**config.mk**
```make
export PLATFORM = sky130hd
export DESIGN_NAME = mem_bus_responder
export DESIGN_NICKNAME = d
export VERILOG_FILES = /design/src/rtl/mem_bus_responder.sv
export SDC_FILE = /design/constraint.sdc
export NUM_CORES = 1
export LEC_CHECK = 0
export CORE_MARGIN = 2
export CORE_UTILIZATION = 41
export DETAILED_ROUTE_END_ITERATION = 16
export PLACE_DENSITY = 0.85
export SLEW_MARGIN = 15
export SYNTH_ARGS = -nofsm -noshare
export SYNTH_HDL_FRONTEND = slang
export SYNTH_SLANG_ARGS = --single-unit
```
**constraint.sdc**
```tcl
create_clock -name clk -period 4.2 [get_ports clk]
set_input_delay 1.05 -clock clk [delete_from_list [all_inputs] [get_ports clk]]
set_output_delay 1.05 -clock clk [all_outputs]
set_load 0.005 [all_outputs]
```
**src/rtl/mem_bus_responder.sv**
```systemverilog
// mem_bus_responder: memory-side end of the multiplexed controller<->memory bus.
// Decodes address and burst-data phases from the controller, drives a
// single-port synchronous BRAM, and returns read data plus a held completion
// response on the memory->controller half of the bus.
module mem_bus_responder #(
   parameter int unsigned ADDR_W = 16,
   parameter int unsigned BURST  = 8
) (
   input  logic              clk,
   input  logic              rst,
   // controller -> memory
   input  logic [31:0]       address_data_bus_c_to_m,
   input  logic              address_on_c_to_m,
   input  logic              data_on_c_to_m,
   input  logic              read_en_c_to_m,
   input  logic              write_en_c_to_m,
   input  logic              resp_c_to_m,
   // memory -> controller
   output logic [31:0]       address_data_bus_m_to_c,
   output logic              address_on_m_to_c,
   output logic              data_on_m_to_c,
   output logic              read_en_m_to_c,
   output logic              write_en_m_to_c,
   output logic              resp_m_to_c,
   output logic              proto_err,
   // BRAM port
   output logic              bram_ena,
   output logic              bram_wea,
   output logic [ADDR_W-1:0] bram_addra,
   output logic [31:0]       bram_dina,
   input  logic [31:0]       bram_douta
);

   // Word counter width and the burst-aligned part of the word address.
   localparam int unsigned CNT_W = $clog2(BURST);
   localparam int unsigned HI_W  = ADDR_W - CNT_W;
   localparam logic [CNT_W-1:0] LAST_CNT = CNT_W'(BURST - 1);

   typedef enum logic [1:0] {
      ST_IDLE,
      ST_WR,
      ST_RD,
      ST_DONE
   } state_e;

   state_e           state_q, state_d;
   logic [HI_W-1:0]  base_hi_q, base_hi_d;   // aligned base, low burst bits implied 0
   logic [CNT_W-1:0] cnt_q, cnt_d;           // WR: next word; RD: next word to issue
   logic             rd_ena_q, rd_ena_d;     // BRAM read issue this cycle
   logic [ADDR_W-1:0] rd_addr_q, rd_addr_d;  // BRAM read address this cycle
   logic             rvalid_q, rvalid_d;     // BRAM read data returns this cycle
   logic             resp_q, resp_d;
   logic             perr_q, perr_d;

   logic [HI_W-1:0]  req_hi_c;
   logic             one_dir_c;
   logic             wr_beat_c;

   // Address-phase decode: word address = byte address >> 2, offset in burst dropped.
   assign req_hi_c  = address_data_bus_c_to_m[ADDR_W+1:CNT_W+2];
   assign one_dir_c = read_en_c_to_m ^ write_en_c_to_m;
   assign wr_beat_c = (state_q == ST_WR) && data_on_c_to_m;

   // State and counter registers.
   always_ff @(posedge clk or posedge rst) begin
      if (rst) begin
         state_q   <= ST_IDLE;
         base_hi_q <= '0;
         cnt_q     <= '0;
         rd_ena_q  <= 1'b0;
         rd_addr_q <= '0;
         rvalid_q  <= 1'b0;
         resp_q    <= 1'b0;
         perr_q    <= 1'b0;
      end else begin
         state_q   <= state_d;
         base_hi_q <= base_hi_d;
         cnt_q     <= cnt_d;
         rd_ena_q  <= rd_ena_d;
         rd_addr_q <= rd_addr_d;
         rvalid_q  <= rvalid_d;
         resp_q    <= resp_d;
         perr_q    <= perr_d;
      end
   end

   // Next-state logic: address decode, write beats, pipelined read issue/return.
   always_comb begin
      state_d   = state_q;
      base_hi_d = base_hi_q;
      cnt_d     = cnt_q;
      rd_ena_d  = 1'b0;
      rd_addr_d = rd_addr_q;
      rvalid_d  = rd_ena_q;
      resp_d    = resp_q;
      perr_d    = perr_q;

      unique case (state_q)
         ST_IDLE: begin
            if (address_on_c_to_m) begin
               if (one_dir_c) begin
                  base_hi_d = req_hi_c;
                  cnt_d     = '0;
                  if (read_en_c_to_m) begin
                     // First read issues in the cycle right after the address phase.
                     state_d   = ST_RD;
                     rd_ena_d  = 1'b1;
                     rd_addr_d = {req_hi_c, CNT_W'(0)};
                     cnt_d     = CNT_W'(1);
                  end else begin
                     state_d = ST_WR;
                  end
               end else begin
                  perr_d = 1'b1;
               end
            end
            if (data_on_c_to_m) begin
               perr_d = 1'b1;
            end
         end
         ST_WR: begin
            if (data_on_c_to_m) begin
               cnt_d = cnt_q + CNT_W'(1);
               if (cnt_q == LAST_CNT) begin
                  state_d = ST_DONE;
                  resp_d  = 1'b1;
               end
            end
         end
         ST_RD: begin
            // cnt wraps to 0 once every word has been issued.
            if (rd_ena_q) begin
               rd_ena_d  = (cnt_q != '0);
               rd_addr_d = {base_hi_q, cnt_q};
               cnt_d     = cnt_q + CNT_W'(1);
            end
            if (rvalid_q && !rd_ena_q) begin
               state_d = ST_DONE;
               resp_d  = 1'b1;
            end
         end
         ST_DONE: begin
            if (resp_c_to_m) begin
               state_d = ST_IDLE;
               resp_d  = 1'b0;
            end
         end
         default: begin
            state_d = ST_IDLE;
         end
      endcase

      if (address_on_c_to_m && (state_q != ST_IDLE)) begin
         perr_d = 1'b1;
      end
   end

   // BRAM port: write path straight from the bus, read path from registers.
   always_comb begin
      bram_ena   = 1'b0;
      bram_wea   = 1'b0;
      bram_addra = '0;
      bram_dina  = '0;
      if (wr_beat_c) begin
         bram_ena   = 1'b1;
         bram_wea   = 1'b1;
         bram_addra = {base_hi_q, cnt_q};
         bram_dina  = address_data_bus_c_to_m;
      end else if (rd_ena_q) begin
         bram_ena   = 1'b1;
         bram_addra = rd_addr_q;
      end
   end

   assign address_data_bus_m_to_c = rvalid_q ? bram_douta : 32'h0;
   assign data_on_m_to_c          = rvalid_q;
   assign address_on_m_to_c       = 1'b0;
   assign read_en_m_to_c          = 1'b0;
   assign write_en_m_to_c         = 1'b0;
   assign resp_m_to_c             = resp_q;
   assign proto_err               = perr_q;

endmodule

```
======== Yosys cells after proc, flatten, opt, wreduce, memory -nomap -nowiden ========
Index checks and enable logic that the tools add are counted.
storage, ports and cells
  output and inout port bits .............. 88
  input bits .............................. 71
  logic and storage cells ................. 82
  register bits ........................... 38
cells by class
  mux-type cells .......................... 41
  equality and inequality tests ........... 13
  bitwise logic cells ..................... 1
  reduce and logical (&&, ||, !) cells .... 18
  add/subtract/negate cells ............... 1
operators with widths
  kind                                                    count
  2-to-1 mux 16 bit                                       6
  2-to-1 mux 32 bit                                       2
  one-hot mux 16 bit (2 select lines)                     1
  2-to-1 mux 1 bit                                        17
  AND reduction 5 bit                                     3
  2-to-1 mux 2 bit                                        7
  inequality test 2 bit (second input constant)           7
  2-to-1 mux 3 bit                                        4
  nonzero test 3 bit                                      4
  one-hot mux 3 bit (3 select lines)                      1
  one-hot mux 2 bit (4 select lines)                      1
  AND reduction 3 bit                                     2
  AND reduction 6 bit                                     1
  nonzero test 2 bit                                      3
  equality test 2 bit (second input constant)             2
  adder 3 x 1 -> 3 bit (second input constant)            1
  equality test 3 bit (second input constant)             1
  logical AND 1 bit                                       3
  inequality test 3 x 2 -> 1 bit (second input constant)  1
  one-hot mux 1 bit (3 select lines)                      1
  equality test 2 x 1 -> 1 bit (second input constant)    1
  logical NOT 2 bit                                       1
  inequality test 2 x 1 -> 1 bit (second input constant)  1
  one-hot mux 1 bit (2 select lines)                      1
  other kinds (2)                                         2

======== Logic depth before layout (Yosys ltp) ========
Gate-level depths: netlist (run 1).
  depth in word-level cells ............... 6
  depth in mapped cells ................... 8
  mapped depth without buffers ............ 6

======== Worst setup path before layout (run 1) ========
Ideal clock, no wire load.
  kind .................................... in2out
  start ................................... in data_on_c_to_m
  end ..................................... out bram_addra[12]
  stages on the path ...................... 5
  slack ................................... 1.414 ns
  buffers on the path ..................... 2
  arrival time ............................ 1.736 ns
  required time ........................... 3.150 ns
  path through ............................ clkbuf_2 -> nand2_1 -> clkbuf_1 -> nand3_1 -> nand2_1
on the way
  word-level cells in the longest chain between the ends .. 2
ends and longest elaborated chain
  item                line  RTL
  start: declaration  14    input logic data_on_c_to_m,
  logical AND 1 bit   62    assign wr_beat_c = (state_q == ST_WR) && data_on_c_to_m;
  2-to-1 mux 16 bit   164   if (wr_beat_c) begin
  end: declaration    29    output logic [ADDR_W-1:0] bram_addra,
No other way between the ends.

======== Worst setup path in the final report (run 1) ========
  start ................................... in data_on_c_to_m
  end ..................................... out bram_addra[4]
Same word-level chain as after synthesis.

==> summary.txt, run 1 <==
GRT
  • Tot GR Track Use: 21.9%
  • Largest net degree at the start of global routing: 39
  • First-pass GRT wire length: 12,600 um
  • Vias in the first global route: roughly 2,600
  • GR Overflow Total: 0
  • Initial antenna violation count: 0

Synthesis
  • Yosys warns: 0
  • Dominant cell type by area after synthesis: dfrtp_1
  • Sequential area share after synthesis: between 30% and 40%
  • Share of the synthesized area in the top cell type: 36.8%
  • Mapped cell area: 2590 um2
  • Mean Syn Cell Area: 8.86 um2
  • Cells after Synth: 292
  • Seq cells post-synth: 38
  • Largest cells by area after synthesis: dfrtp_1 37%, and2_1 7.7%, and3_1 7.7%
  • Fraction of registers with async set or reset after synthesis: 100%
  • Top FF cell, synth: dfrtp_1
  • EDFF count, synth: 0
  • Distinct cells, synth: 31

Critical path
  • Worst R2R Setup Slack: 2.08 ns
  • CP Class: primary input to output port
  • Startpoint types: primary input
  • Largest stage delay, worst path: 0.50 ns
  • Critical path's top delay family: buffers and inverters
  • Reg2reg end: base_hi_q[6]
  • Worst r2r src: state_q[0]
  • Critical Path Sink Type: output port
  • Worst reg2reg path depth: 4
  • Critical Path, Cell by Cell: clkdlybuf4s50_1, nand2_1, inv_1, nand2_1, nand2_1, clkdlybuf4s50_1
  • Cell mode on critical path: nand2_1
  • Slowest CP cell: clkdlybuf4s50_1
  • Arr. time, crit path: between 2 and 3 ns
  • Worst path bufs/invs: 3
  • Required time of the critical path: 3.15 ns
  • Maximum fanout along the worst path: 14

Finish
  • Fin nets: 518
  • Area Growth Syn to Fin: 64.5%
  • Final instance area: 4260 um2
  • Non-filler cells, final: approximately 510
  • Antenna diodes: 0
  • Layout cells sized above 1: 9.61%

Timing
  • Worst-margin pin slew: 0.860 ns
  • Rel. slew slack: 42.7%
  • Setup-failing EPs final: 0
  • Setup TNS: 0 ns
  • Period utilisation layout: 87.8%
  • FMAX: 271 MHz
  • Min Tclk post-route: 3.69 ns
  • Final slew viol count: 0
  • Unrepaired setup endpoints after global routing: no
  • Final hold violation count: 0
  • Final clock skew: 0.00476 ns
  • PnR worst setup slack: 0.511 ns

Floorplanning
  • Starting Density: 42.9%
  • Die area: 6960 um2
  • Die Wd: 83.4 um
  • I/O pin count: 159
  • Total core area: 6030 um2
  • Die height: 83.4 um
  • Cell row count: 28

Detailed routing
  • Vias post-DR: 2,572
  • DRT antenna net count: 0
  • Total Wirelength: 7670 um
  • Wire per inst: roughly 15 um
  • Starting DRT DRC Count: 99
  • Number of vias per cell: around 5
  • DR pass1 iterations: 4
  • Drc violations: 0

Clocking
  • Maximum clock path buffer count: 2
  • Clock Latency Late Sink: between 0.2 and 0.3 ns
  • Setup Fix Bufs, Post-CTS: 0
  • CTS tree: done
  • CTS sink cnt: 38
  • Root Driver: clkbuf_8
  • Worst-path clk slew: 0.07 ns
  • Gates resized, CTS repair: 0
  • Hold buffers post-CTS: 0
  • H-tree depth: 2
  • CTS buffer count: 5

Min path
  • Hold Path Class: flop to flop
  • Hold depth: 1
  • Critical hold path startpoint: proto_err
  • Hold path endpoint: proto_err

Power and ir drop
  • Pleak: 1.88 nW
  • Pwr dens: 497 nW/um2
  • VDD IR max: 0.345 mV

Placed design
  • DP Cell Count: 504
  • Routability Congestion: 0.810
  • IO buf count: 155
  • Placed cell areas: 4150 um2
  • DPL Wire Length: approximately 5800 um
  • DP Worst Slack: 0.488 ns

Status
  • Status: finished, final reports clean

Run
  • Max_cap viols: 0
## synthesized netlist by cell type (5+ instances only)
library cell / instances
dfrtp_1: 38
nand2_1: 35
and2_1: 32
and3_1: 32
nand3_1: 19
mux2i_1: 16
nor2_1: 16
a21oi_2: 13
mux2_2: 13
clkbuf_1: 12
ha_1: 11
inv_1: 11
o21ai_0: 10
buf_2: 5
## metrics by stage
| stage | power [mW] | utilization, % | hold WS [ns] |
|---|---|---|---|
| after floorplan | 1.41 | - | 0.423 |
| after detailed placement | 1.83 | 68.8 | 0.474 |
| after global placement | 1.79 | 68.8 | 0.480 |
| after CTS | 2.13 | 70.6 | 0.504 |
| after global routing | 2.27 | 70.6 | 0.530 |
| final | 2.11 | 70.6 | 0.493 |
## layout by cell type (no fill, tap or decap), drive strengths merged
master,count
nor2b,4
mux2i,16
nand2b,4
clkbuf,8
a22o,1
nand2,35
a21oi,15
a221o,1
a22oi,1
a211oi,1
dfrtp,38
nand3b,3
mux2,13
buf,5
o31ai,1
nor2,16
and2,32
inv,11
and3,32
a31o,1
clkdlybuf4s50,155
ha,11
conb,3
a2111o,1
o21ai,10
nand3,19
## kinds of logic after synthesis
logic type / count (synthesis) / synth area share [%]
other: 1 / 0.145
AO/OA/AOI/OAI: 32 / 9.58
buffers and inverters: 36 / 6.68
adder cells (fa/ha/maj): 11 / 5.32
AND/OR/NAND/NOR: 145 / 29.7
flip-flops: 38 / 36.8
multiplexers: 29 / 11.9
## power breakdown
| part | internal, mW | switching (mW) | leakage [nW] |
|---|---|---|---|
| registers | 0.536 | 0.136 | 0.452 |
| logic | 0.592 | 0.558 | 1.37 |
| clock network | 0.166 | 0.126 | 0.0575 |
## flip-flops by register name, indices dropped and copies added, names as in the netlist
register,count
data_on_m_to_c,1
rd_addr_q,16
cnt_q,3
state_q,2
rd_ena_q,1
resp_m_to_c,1
proto_err,1
base_hi_q,13
## how the worst max path moves through the flow
stage	slack, ns	from	cells after the start	to
finish	0.51	data_on_c_to_m	6	bram_addra[4]
detailed placement	0.49	data_on_c_to_m	6	bram_addra[6]
global route	0.38	data_on_c_to_m	6	bram_addra[15]
global placement	0.53	data_on_c_to_m	6	bram_addra[5]
CTS	0.49	data_on_c_to_m	6	bram_addra[6]
floorplan	1.41	data_on_c_to_m	5	bram_addra[12]
## metal layers
layer / up-vias / GRT usage, % / part of all wire, %
li1: 1258 / - / -
met1: 1202 / 26.2 / 41
met2: 108 / 39.7 / 51
met3: 4 / 5.57 / 6.8
met4: 0 / 4.84 / 0.74
met5: - / 0 / 0
## area by class of cell
class,instances,area [um2]
Clock buffer,8,110
Fill cell,474,1770
Inverter,11,41.3
Multi-Input combinational cell,220,1470
Sequential cell,38,951
Tap cell,75,93.8
Timing Repair Buffer,160,1590
No activity file was read; power rests on OpenSTA's default activity.
==> run 2: changes to the inputs <==
--- a/config.mk
+++ b/config.mk
@@ -8,7 +8,8 @@
 export CORE_MARGIN = 2
 export CORE_UTILIZATION = 41
 export DETAILED_ROUTE_END_ITERATION = 16
-export PLACE_DENSITY = 0.85
+export PLACE_DENSITY = 0.91
+export SKIP_LAST_GASP = 1
 export SLEW_MARGIN = 15
 export SYNTH_ARGS = -nofsm -noshare
 export SYNTH_HDL_FRONTEND = slang
==> run 2 against run 1 <==
Against the previous run: largest cell class unchanged; clock power shrank 12%; first-iteration DRC count rose by 25%; combinational power rose by 3%; worst hold slack improved by 0.0077 ns.
==> summary.txt, run 2 (same netlist as run 1, synthesis figures left out) <==
Status
  • Status: finished, final reports clean

Finish
  • Max FFs per register: 16
  • Fin nets: 520
  • Layout Utilization: a little over two thirds
  • Register bank with the most flops: rd_addr_q
  • Antenna diodes: 0
  • Commonest cells after routing, fill and taps aside: 155 x clkdlybuf4s50_1, 38 x dfrtp_1, 35 x nand2_1
  • Largest regs: rd_addr_q (16), base_hi_q (13), cnt_q (3)
  • Fillcell total: roughly 480
  • Layout cells sized above 1: 9.79%
  • Commonest non-fill, non-tap cell in the layout: clkdlybuf4s50_1
  • Area Growth Syn to Fin: 64.4%

Clocking
  • Gates resized, CTS repair: 0
  • Maximum clock path buffer count: 2
  • CTS buffer count: 5
  • Worst-path clk slew: 0.07 ns
  • CTS tree: done
  • Clock Latency Late Sink: 0.29 ns
  • Hold buffers post-CTS: 0
  • CTS sink cnt: 38
  • Root Driver: clkbuf_8
  • Setup Fix Bufs, Post-CTS: 0
  • H-tree depth: 2

Placed design
  • DPL Wire Length: between 6000 and 7000 um
  • DP Worst Slack: 0.452 ns
  • Routability Congestion: between 0.8 and 0.9
  • IO buf count: 155

Critical path
  • Critical Path Sink Type: output port
  • CP Class: primary input to output port
  • Startpoint types: primary input
  • Required time of the critical path: 3.15 ns
  • Maximum fanout along the worst path: 14
  • Arr. time, crit path: 2.71 ns
  • Worst reg2reg path depth: 4

Floorplanning
  • Die area: 6960 um2
  • I/O pin count: roughly 160
  • Cell row count: 28
  • Total core area: roughly 6000 um2
  • Die Wd: 83.4 um
  • Starting Density: between 40% and 50%
  • Die height: 83.4 um

Detailed routing
  • Starting DRT DRC Count: 124
  • Drc violations: 0
  • Number of vias per cell: around 5
  • Total Wirelength: approximately 7900 um
  • Wire per inst: 15.3 um
  • Vias post-DR: 2,631
  • DR pass1 iterations: 4
  • DRT antenna net count: 0

Power and ir drop
  • Pleak: 1.88 nW
  • Total power: between 2 and 2.5 mW
  • Pwr dens: roughly 500 nW/um2
  • VDD IR max: 0.310 mV

Timing
  • Setup-failing EPs final: 0
  • Unrepaired setup endpoints after global routing: no
  • PnR worst setup slack: 0.442 ns
  • Final clock skew: 0.00848 ns
  • Period utilisation layout: 89.5%
  • FMAX: 266 MHz
  • Rel. slew slack: 36.9%
  • Min Tclk post-route: 3.76 ns
  • Final slew viol count: 0
  • Setup TNS: 0 ns
  • Final hold violation count: 0
  • Worst-margin pin slew: between 0.9 and 1 ns

GRT
  • Tot GR Track Use: around 23%
  • Initial antenna violation count: 0
  • Largest net degree at the start of global routing: 39
  • GR Overflow Total: 0
  • First-pass GRT wire length: 13,100 um
  • Vias in the first global route: 2,684

Run
  • Max_cap viols: 0

Min path
  • Hold depth: 1
  • Hold Path Class: flop to flop
run 2: cell types whose count changed in the layout (fill, tap and decap cells not counted), sizes merged:
cell    change
clkbuf      -1
buf         +2
clkinv      +1
run 2: worst max-delay path, cell delays in order:
cell and delay, ns:
clkdlybuf4s50_1 0.47, nand2_1 0.10, inv_1 0.37, nand2_1 0.12, nand2_1 0.09, clkdlybuf4s50_1 0.50
run 2: layout make-up:
type / instances / area [um2] / area share (%)
Clock inverter: 1 / 5.00 / 0.118
Multi-Input combinational cell: 220 / 1470 / 34.6
Clock buffer: 7 / 86.3 / 2.03
Timing Repair Buffer: 162 / 1600 / 37.7
Sequential cell: 38 / 951 / 22.4
Tap cell: 75 / 93.8 / 2.21
Inverter: 11 / 41.3 / 0.971
run 2: worst paths after layout:
check                                from       endpoint  slack (ns)
max reg2reg                    state_q[0]   base_hi_q[9]        2.02
min                             proto_err      proto_err        0.50
min in group asynchronous             rst   base_hi_q[0]        1.16
min reg2reg                     proto_err      proto_err        0.50
max in group asynchronous             rst       cnt_q[0]        2.70
max                        data_on_c_to_m  bram_addra[7]        0.44
run 2: routing by layer:
layer  wire length, um  GRT usage (%)  up-vias  share of wire [%]
met5                 0              0        -                  0
met4               112           7.48        0                1.4
met3               597           4.47       11                7.6
met2              4100           42.4      139                 52
met1              3040           26.2     1215                 39
li1                  -              -     1266                  -
run 2: power by group:
group	switching, mW	total [mW]	internal (mW)
Clock	0.126	0.258	0.132
Sequential	0.135	0.671	0.536
Combinational	0.585	1.19	0.606
Total	0.845	2.12	1.28
run 2: metrics by stage:
step	cells	instance area (um2)	hold WS, ns
after floorplan	294	2590	0.423
final	514	4250	0.501
after global placement	506	4160	0.482
after detailed placement	506	4160	0.471
after global routing	514	4250	0.518
after CTS	514	4250	0.499
